$ cat src/rtl/core_pkg.sv
// Shared types and constants for the pipeline sequencing controller.
package core_pkg;

  typedef enum logic [1:0] {
    RUN      = 2'd0,
    MC_WAIT  = 2'd1,
    MC_DRAIN = 2'd2
  } state_t;

  localparam logic [1:0] FWD_REG = 2'b00;
  localparam logic [1:0] FWD_EXE = 2'b01;
  localparam logic [1:0] FWD_MEM = 2'b10;

  localparam logic [4:0] REG_X0 = 5'd0;

endpackage

$ cat src/rtl/fwd_sel.sv
// Per-operand EXE operand forwarding select; EXE beats MEM, x0 never forwards.
module fwd_sel
  import core_pkg::*;
(
  input  logic [4:0] rs,
  input  logic       use_rs,
  input  logic       exe_wreg,
  input  logic       exe_mem2reg,
  input  logic [4:0] exe_rd,
  input  logic       mem_wreg,
  input  logic [4:0] mem_rd,
  output logic [1:0] fwd
);

  always_comb begin
    fwd = FWD_REG;
    // A load in EXE has no result yet; its data is picked up from MEM next cycle.
    if (use_rs && exe_wreg && !exe_mem2reg && (exe_rd != REG_X0) && (exe_rd == rs)) begin
      fwd = FWD_EXE;
    end else if (use_rs && mem_wreg && (mem_rd != REG_X0) && (mem_rd == rs)) begin
      fwd = FWD_MEM;
    end
  end

endmodule

$ cat src/rtl/pipe_hazard_ctrl.sv
// Pipeline sequencing controller: load-use stall, multicycle sequencing with watchdog,
// redirect squash and operand forwarding. Optional perf counters under HAZARD_PERF_EN.
module pipe_hazard_ctrl
  import core_pkg::*;
#(
  parameter int MC_TIMEOUT = 64,
  parameter int CNT_W      = 32
) (
  input  logic             i_clk,
  input  logic             i_reset,
  input  logic [4:0]       i_id_rs1,
  input  logic [4:0]       i_id_rs2,
  input  logic             i_id_use_rs1,
  input  logic             i_id_use_rs2,
  input  logic             i_id_mc,
  input  logic             i_id_redirect,
  input  logic             i_exe_mem2reg,
  input  logic             i_exe_wreg,
  input  logic [4:0]       i_exe_rd,
  input  logic             i_mem_wreg,
  input  logic [4:0]       i_mem_rd,
  input  logic             i_mc_done,
  output logic             o_pc_en,
  output logic             o_ifid_en,
  output logic             o_ifid_flush,
  output logic             o_idexe_bubble,
  output logic             o_mc_start,
  output logic             o_mc_abort,
  output logic [1:0]       o_fwd_a,
  output logic [1:0]       o_fwd_b,
  output state_t           o_state
`ifdef HAZARD_PERF_EN
  ,
  output logic [CNT_W-1:0] o_stall_cnt,
  output logic [CNT_W-1:0] o_flush_cnt
`endif
);

  localparam logic [7:0] TO_LAST = 8'(MC_TIMEOUT - 1);

  state_t     state;
  logic [7:0] wait_cnt;
  logic       load_use;
  logic       timeout;
  logic [1:0] fwd_a_sel;
  logic [1:0] fwd_b_sel;

  assign load_use = i_exe_mem2reg && i_exe_wreg && (i_exe_rd != REG_X0) &&
                    ((i_id_use_rs1 && (i_id_rs1 == i_exe_rd)) ||
                     (i_id_use_rs2 && (i_id_rs2 == i_exe_rd)));

  // A done pulse in the last allowed cycle wins over the watchdog.
  assign timeout = (state == MC_WAIT) && (wait_cnt == TO_LAST) && !i_mc_done;

  fwd_sel u_fwd_a (
    .rs          (i_id_rs1),
    .use_rs      (i_id_use_rs1),
    .exe_wreg    (i_exe_wreg),
    .exe_mem2reg (i_exe_mem2reg),
    .exe_rd      (i_exe_rd),
    .mem_wreg    (i_mem_wreg),
    .mem_rd      (i_mem_rd),
    .fwd         (fwd_a_sel)
  );

  fwd_sel u_fwd_b (
    .rs          (i_id_rs2),
    .use_rs      (i_id_use_rs2),
    .exe_wreg    (i_exe_wreg),
    .exe_mem2reg (i_exe_mem2reg),
    .exe_rd      (i_exe_rd),
    .mem_wreg    (i_mem_wreg),
    .mem_rd      (i_mem_rd),
    .fwd         (fwd_b_sel)
  );

  // Multicycle handshake: o_mc_start is a one-cycle request issued from RUN; the unit
  // answers with a one-cycle i_mc_done, only honoured in MC_WAIT; o_mc_abort cancels it.
  always_ff @(posedge i_clk or posedge i_reset) begin
    if (i_reset) begin
      state    <= RUN;
      wait_cnt <= '0;
    end else begin
      case (state)
        RUN: begin
          if (!load_use && i_id_mc) begin
            state    <= MC_WAIT;
            wait_cnt <= '0;
          end
        end
        MC_WAIT: begin
          wait_cnt <= wait_cnt + 8'd1;
          if (i_mc_done || timeout) state <= MC_DRAIN;
        end
        MC_DRAIN: state <= RUN;
        default:  state <= RUN;
      endcase
    end
  end

  always_comb begin
    o_pc_en        = 1'b1;
    o_ifid_en      = 1'b1;
    o_ifid_flush   = 1'b0;
    o_idexe_bubble = 1'b0;
    o_mc_start     = 1'b0;
    o_mc_abort     = 1'b0;
    o_fwd_a        = fwd_a_sel;
    o_fwd_b        = fwd_b_sel;
    case (state)
      RUN: begin
        // ID operands are stale under load-use, so mc/redirect wait for the retry.
        if (load_use) begin
          o_pc_en        = 1'b0;
          o_ifid_en      = 1'b0;
          o_idexe_bubble = 1'b1;
        end else if (i_id_mc) begin
          o_pc_en        = 1'b0;
          o_ifid_en      = 1'b0;
          o_idexe_bubble = 1'b1;
          o_mc_start     = 1'b1;
        end else if (i_id_redirect) begin
          o_ifid_flush = 1'b1;
        end
      end
      MC_WAIT: begin
        o_pc_en        = 1'b0;
        o_ifid_en      = 1'b0;
        o_idexe_bubble = 1'b1;
        o_mc_abort     = timeout;
      end
      default: ;
    endcase
    if (i_reset) begin
      o_pc_en        = 1'b0;
      o_ifid_en      = 1'b0;
      o_ifid_flush   = 1'b0;
      o_idexe_bubble = 1'b1;
      o_mc_start     = 1'b0;
      o_mc_abort     = 1'b0;
      o_fwd_a        = FWD_REG;
      o_fwd_b        = FWD_REG;
    end
  end

  assign o_state = state;

`ifdef HAZARD_PERF_EN
  localparam logic [CNT_W-1:0] CNT_ONE = 1;

  always_ff @(posedge i_clk or posedge i_reset) begin
    if (i_reset) begin
      o_stall_cnt <= '0;
      o_flush_cnt <= '0;
    end else begin
      if (!o_pc_en && (o_stall_cnt != '1)) o_stall_cnt <= o_stall_cnt + CNT_ONE;
      if (o_ifid_flush && (o_flush_cnt != '1)) o_flush_cnt <= o_flush_cnt + CNT_ONE;
    end
  end
`else
  logic [CNT_W-1:0] unused_cnt_w;
  assign unused_cnt_w = '0;
`endif

endmodule
$ cat config.mk
export PLATFORM = sky130hd
export DESIGN_NAME = pipe_hazard_ctrl
export DESIGN_NICKNAME = d
export VERILOG_FILES = /design/src/rtl/core_pkg.sv /design/src/rtl/fwd_sel.sv /design/src/rtl/pipe_hazard_ctrl.sv
export SDC_FILE = /design/constraint.sdc
export NUM_CORES = 1
export LEC_CHECK = 0
export CAP_MARGIN = 10
export CELL_PAD_IN_SITES_DETAIL_PLACEMENT = 0
export CELL_PAD_IN_SITES_GLOBAL_PLACEMENT = 1
export CORE_ASPECT_RATIO = 1.5
export CORE_MARGIN = 2
export CORE_UTILIZATION = 29
export DETAILED_ROUTE_END_ITERATION = 12
export PLACE_DENSITY = 0.88
export SLEW_MARGIN = 20
export SYNTH_ARGS = -nofsm -noshare
export SYNTH_HDL_FRONTEND = slang
export SYNTH_SLANG_ARGS = --single-unit
$ cat constraint.sdc
create_clock -name i_clk -period 1.9 [get_ports i_clk]
set_clock_uncertainty 0.1 [all_clocks]
set_input_delay 0.19 -clock i_clk [delete_from_list [all_inputs] [get_ports i_clk]]
set_output_delay 0.19 -clock i_clk [all_outputs]
set_load 0.01 [all_outputs]
==> impl_metrics.csv, run 1 <==
group,metric,value,unit
power_and_ir_drop,switching_share,34.84,%
global_route,grt_overflow,0,
setup_path,critPathMaxStageDelay,370,ps
setup_path,worstPathRequired,1610,ps
detailed_routing,drt_iter0_markers,37,
yosys,post-synth-top-count-cell,"xor2_1",
yosys,synthTopCellsByArea,"dfrtp_1, xor2_1, nand2_1, o21ai_0, xnor2_1",
yosys,synth.top_cell.area_share,26.18,%
cts,clk_path_buf_depth,2,
power_and_ir_drop,internal-power,0.7345,mW
finish,diodes,0,
yosys,ys_types,38,
placement,gp_congestion,0.8340,
yosys,synth_edf_count,0,
yosys,syn_area_per_cell,7.966,um^2
floorplanning,io_pins,42,
cts,htreeDepth,1,
global_route,track_usage,19.07,%
setup_path,path_cells,"ha_2 -> and3_4 -> nand3_4 -> nor3_4 -> nor4b_2 -> buf_2",
yosys,ys_seq_area_share,26.18,%
finish,drive_above_1_share,40.39,%
cts,cts-root-buf,"clkbuf_8",
timing,relSlewSlack,76.82,%
timing,rsz0062_at_grt,"true",
power_and_ir_drop,power.share.clock,24.0,%
timing,worstMarginPinSlew,347.4,ps
setup_path,slowest_stage,"dfrtp_1",
floorplanning,die-area,0.003781,mm^2
power_and_ir_drop,combPwrFrac,50.5,%
timing,final-max-slew-violation-count,0,
setup_path,worst-path-max-fanout,2,
detailed_routing,routed_wl,3.436,mm
cts,clk_latency,240,ps
yosys,synth-seq-cells,10,
setup_path,worstPathArrival,1580,ps
detailed_routing,drtPass1Iterations,4,
cts,cts_buffers,3,
global_route,grt_pass1_vias,1320,
detailed_routing,vias,1230,
cts,cts_tree,"done",
floorplanning,fp.dieH,74.32,um
global_route,antenna_found_initial,0,
global_route,grt_pass1_wl,5.437,mm
timing,post-route-period-util,98.34,%
detailed_routing,drc,0,
finish,fin_cells,243,
yosys,synth_ff_type,"dfrtp_1",
placement,placedCellCount,233,
setup_path,cp-start-kind,"flip-flop",
yosys,yosys-top-cells-count,"xor2_1, nand2_1, dfrtp_1",
yosys,synth_largest_area_cell,"dfrtp_1",
timing,hold_viol,0,
power_and_ir_drop,ir_drop,0.0003482,V
setup_path,path_class,"flip-flop to output pin",
global_route,grt_max_degree,13,
yosys,syn_inst,120,
power_and_ir_drop,switchingPower,0.3927,mW
setup_path,rr_worst_depth,7,
finish,nets,235,
placement,pre_cts_ws,-794.9,ps
outcome,outcome,"finished, final reports clean",
timing,finalWorstSetupSlack,31.48,ps
yosys,synthesis.area,955.9,um^2
yosys,async_flop_share,100.0,%
power_and_ir_drop,power_density,616.2,mW/mm^2
timing,min_period,1869,ps
hold_path,hold_path.class,"primary input to asynchronous set/reset pin",
job,max_cap_viol_count,0,
timing,setup_viol,0,
floorplanning,fp.dieW,50.88,um
cts,clk_pin_slew,50,ps
yosys,yosysWarnings,0,
power_and_ir_drop,finalPower,1.127,mW
power_and_ir_drop,leakage,0.8175,nW
yosys,syn_nets,151,
detailed_routing,post_drt_via_cell_ratio,5.062,
setup_path,end_kind,"output pin",
power_and_ir_drop,seqPwrFrac,25.5,%
floorplanning,start_util,30.26,%
placement,hpwl,2.732,mm
floorplanning,fp-row-count,25,
floorplanning,core_area,0.003159,mm^2
timing,fmax,535.2,MHz
placement,io_buffer_count,41,
detailed_routing,wl_per_cell,14.14,um
detailed_routing,ant_nets,0,
cts,cts.sinks,10,
finish,area_growth,91.36,%
[repair_timing]
action / in CTS / in global routing
endpoints found under the setup margin: 10 / 10
gates resized for setup: 97 / 16
pin swaps: 16 / 15
buffers inserted: 3 / 4
hold buffers: 0 / 0
[per-stage QoR]
stage / TNS [ps] / hold slack (ps) / utilization [%] / area [um^2]
floorplan: 0 / -41.40 / - / 955.9
global placement: -7391 / 484.9 / 52.67 / 1664
detailed placement: -8120 / 498.9 / 52.67 / 1664
CTS: -44.96 / 253.0 / 55.45 / 1752
global route: -46.94 / 299.2 / 57.90 / 1829
finish: 0 / 244.7 / 57.90 / 1829
[cells by family (layout without fill, tap and decap cells)]
logic type,after synthesis,after routing,synth area share [%]
AND/OR/NAND/NOR,47,47,25.52
AO/OA/AOI/OAI,29,29,20.29
XOR/XNOR,20,20,18.32
flip-flops,10,10,26.18
buffers and inverters,10,93,5.105
multiplexers,3,3,3.272
adder cells (fa/ha/maj),1,1,1.309
[state kept, by name, summed over array words and instances, names as in the netlist]
name      count
wait_cnt      8
o_state       2
[layout by cell type, fill, tap and decap left out, types with 2 or more instances in the layout]
| master | n |
|---|---|
| a211oi_2 | 2 |
| a21oi_1 | 4 |
| a22oi_1 | 2 |
| and3_1 | 2 |
| and3_4 | 2 |
| and4_4 | 2 |
| buf_2 | 10 |
| buf_4 | 41 |
| buf_6 | 5 |
| clkbuf_8 | 4 |
| clkdlybuf4s15_1 | 6 |
| clkdlybuf4s50_1 | 11 |
| dfrtp_1 | 10 |
| dlygate4sd2_1 | 8 |
| inv_1 | 5 |
| mux2i_1 | 2 |
| nand2_1 | 14 |
| nand3_1 | 3 |
| nor2_1 | 6 |
| nor2_4 | 2 |
| nor3_1 | 3 |
| nor4_1 | 2 |
| nor4_2 | 2 |
| o21ai_0 | 7 |
| o21ai_4 | 2 |
| or4_1 | 2 |
| xnor2_1 | 4 |
| xor2_1 | 16 |
[critical path: cells and delay by family, from the launching register on]
family / cells / cell delay (ps)
and+or+nand+nor: 4 / 630
DFF: 1 / 370
adders and majority gates: 1 / 190
buffers and inverters: 1 / 160
[routing by layer]
layer	part of all wire [%]	up-vias	track usage [%]	routed length, um
li1	-	601	-	-
met1	35	563	18.17	1209
met2	56	54	37.57	1936
met3	5.3	12	3.213	183
met4	3.1	0	11.11	106
met5	0	-	0	0
[path summary, 6_finish.rpt]
kind / start / end / slack (ps)
min in group i_clk: wait_cnt[3]$_DFFE_PP0P_ / wait_cnt[3]$_DFFE_PP0P_ / 530
max reg2reg: wait_cnt[0]$_DFFE_PP0P_ / wait_cnt[5]$_DFFE_PP0P_ / 220
max in group asynchronous: i_reset / wait_cnt[5]$_DFFE_PP0P_ / 1320
min reg2reg: wait_cnt[3]$_DFFE_PP0P_ / wait_cnt[3]$_DFFE_PP0P_ / 530
max: wait_cnt[0]$_DFFE_PP0P_ / o_mc_abort / 30
min: i_reset / o_state[0]$_DFFE_PP0P_ / 240
[layout make-up]
class                      instances  area (um^2)
fill                             264         1330
multi-input combinational        100        762.0
timing repair buffer              84        693.2
sequential                        10        250.2
clock buffer                       4        55.05
tap                               40        50.05
inverter                           5        18.77
[power by group through the flow]
stage          clock, mW  sequential, mW  combinational [mW]
6_report           0.270           0.288               0.570
3_3_place_gp           0           0.283               0.511
2_1_floorplan          0           0.298               0.226
5_1_grt            0.285           0.290               0.621
3_5_place_dp           0           0.288               0.531
4_1_cts            0.275           0.286               0.534
Power figures use the tool's default switching activity.
==> run 2, diff against run 1 <==
Settings changed: CORE_UTILIZATION 29 to 31, PLACE_DENSITY 0.88 to 0.93.
Clock period 1.9 ns to 2.25 ns, I/O delays scaled along.
==> run 2 against run 1 <==
Against the previous run: combinational power fell by 28%; hold slack improved by 79 ps; clock power is 14% lower; final cell count decreased by 4.5%; core utilization shrank 0.77 points; power fell by 21%; largest cell class unchanged; flip-flop and latch count unchanged; register-to-register slack better by 310 ps; critical endpoint is now o_fwd_b[1]; sequential power decreased by 13%.
==> impl_metrics.csv, run 2 (synthesis gave the netlist of run 1 again) <==
group,metric,value,unit
detailed_routing,vias,1198,
finish,regMostFlops,"wait_cnt",
finish,final_area,0.001664,mm^2
finish,largest_reg_flops,8,
power_and_ir_drop,ir_drop,0.0002012,V
detailed_routing,drtPass1Iterations,4,
cts,cts_tree,"done",
cts,clk_path_buf_depth,2,
timing,setup_viol,0,
cts,cts_buffers,3,
setup_path,worstPathRequired,1920,ps
detailed_routing,drt_iter0_markers,33,
setup_path,slowest_stage,"or4_1",
placement,io_buffer_count,41,
floorplanning,start_util,32.82,%
floorplanning,io_pins,42,
detailed_routing,routed_wl,3.364,mm
timing,setup_tns,0,ps
timing,whs,324.2,ps
setup_path,r2r_start,"wait_cnt[0]$_DFFE_PP0P_",
finish,diodes,0,
placement,placedCellCount,227,
floorplanning,fp.dieW,49.34,um
setup_path,critPathMaxStageDelay,540,ps
global_route,grt_pass1_wl,5.181,mm
setup_path,worst-path-max-fanout,3,
job,max_cap_viol_count,0,
setup_path,cp-startpoint,"i_exe_rd[1]",
finish,fill_cells,275,
power_and_ir_drop,power_density,537.3,mW/mm^2
timing,min_period,2173,ps
detailed_routing,post_drt_via_cell_ratio,5.164,
placement,gp_congestion,0.8467,
placement,pre_cts_ws,-508.0,ps
global_route,grt_pass1_vias,1188,
detailed_routing,wl_per_cell,14.50,um
global_route,grt_overflow,0,
placement,hpwl,2.743,mm
timing,post-route-period-util,96.59,%
finish,fin_cells,232,
cts,clk_pin_slew,50,ps
floorplanning,fp.dieH,72.01,um
setup_path,end_kind,"output pin",
timing,fmax,460.1,MHz
setup_path,path_class,"primary input to output pin",
placement,post_dp_cell_area,0.001625,mm^2
finish,drive_above_1_share,27.98,%
detailed_routing,ant_nets,0,
floorplanning,fp-row-count,24,
cts,clk_latency,240,ps
finish,nets,225,
global_route,track_usage,19.07,%
cts,cts-root-buf,"clkbuf_8",
timing,relSlewSlack,76.00,%
finish,finish.utilization,57.13,%
setup_path,path_cells,"dlygate4sd2_1 -> or4_1 -> o21ai_2 -> nor2_1 -> a211oi_1 -> dlygate4sd2_1",
timing,final-max-slew-violation-count,0,
timing,hold_viol,0,
timing,worstMarginPinSlew,359.5,ps
floorplanning,die-area,0.003553,mm^2
finish,final_common_cell,"buf_4",
setup_path,worstPathArrival,1850,ps
cts,cts.sinks,10,
setup_path,cp_common_cell,"dlygate4sd2_1",
hold_path,hold_path.class,"primary input to asynchronous set/reset pin",
global_route,antenna_found_initial,0,
cts,htreeDepth,1,
detailed_routing,drc,0,
setup_path,cp-start-kind,"primary input",
timing,rsz0062_at_grt,"false",
power_and_ir_drop,finalPower,0.8942,mW
power_and_ir_drop,leakage,0.7740,nW
finish,final_cell_mix,"buf_4, clkdlybuf4s50_1, xor2_1",
finish,area_growth,74.08,%
floorplanning,core_area,0.002913,mm^2
timing,finalWorstSetupSlack,76.76,ps
outcome,outcome,"finished, final reports clean",
global_route,grt_max_degree,13,
-- run 2: worst max-delay path, delay by kind of cell --
family	cells	cell delay (ps)
AND/OR/NAND/NOR	2	630
buffers and inverters	2	580
AO/OA/AOI/OAI	2	430
-- run 2: path summary, 6_finish.rpt --
path	slack, ps	end	cells after the start
max in group asynchronous	1580	wait_cnt[0]$_DFFE_PP0P_	3
max	80	o_fwd_b[1]	6
min	320	o_state[0]$_DFFE_PP0P_	3
max reg2reg	530	wait_cnt[6]$_DFFE_PP0P_	6
min reg2reg	500	wait_cnt[5]$_DFFE_PP0P_	2
min in group i_clk	500	wait_cnt[5]$_DFFE_PP0P_	2
-- run 2: metal layers --
metal	routed length, um	part of all wire [%]	track usage [%]
met1	1239	37	17.84
met2	1896	56	39.94
met3	135	4.0	1.440
met4	92	2.7	9.206
met5	0	0	0
-- run 2: final cells by class --
class	instances	area [um^2]	area share [%]
multi-input combinational	100	669.4	40.23
tap	39	48.80	2.932
clock buffer	4	55.05	3.308
sequential	10	250.2	15.04
inverter	5	18.77	1.128
timing repair buffer	74	621.8	37.37
-- run 2: timing repair --
| action | 4_1_cts | 5_1_grt |
|---|---|---|
| gates resized for setup | 23 | 19 |
| pin swaps | 4 | 8 |
| setup buffers | 1 | 0 |
| endpoints found under the setup margin | 10 | 9 |
| hold buffers | 0 | 0 |
-- run 2: power by group --
group | internal, mW | total [mW] | switching (mW)
sequential | 0.214 | 0.250 | 0.0355
combinational | 0.210 | 0.411 | 0.202
clock | 0.155 | 0.233 | 0.0786
total | 0.578 | 0.894 | 0.316
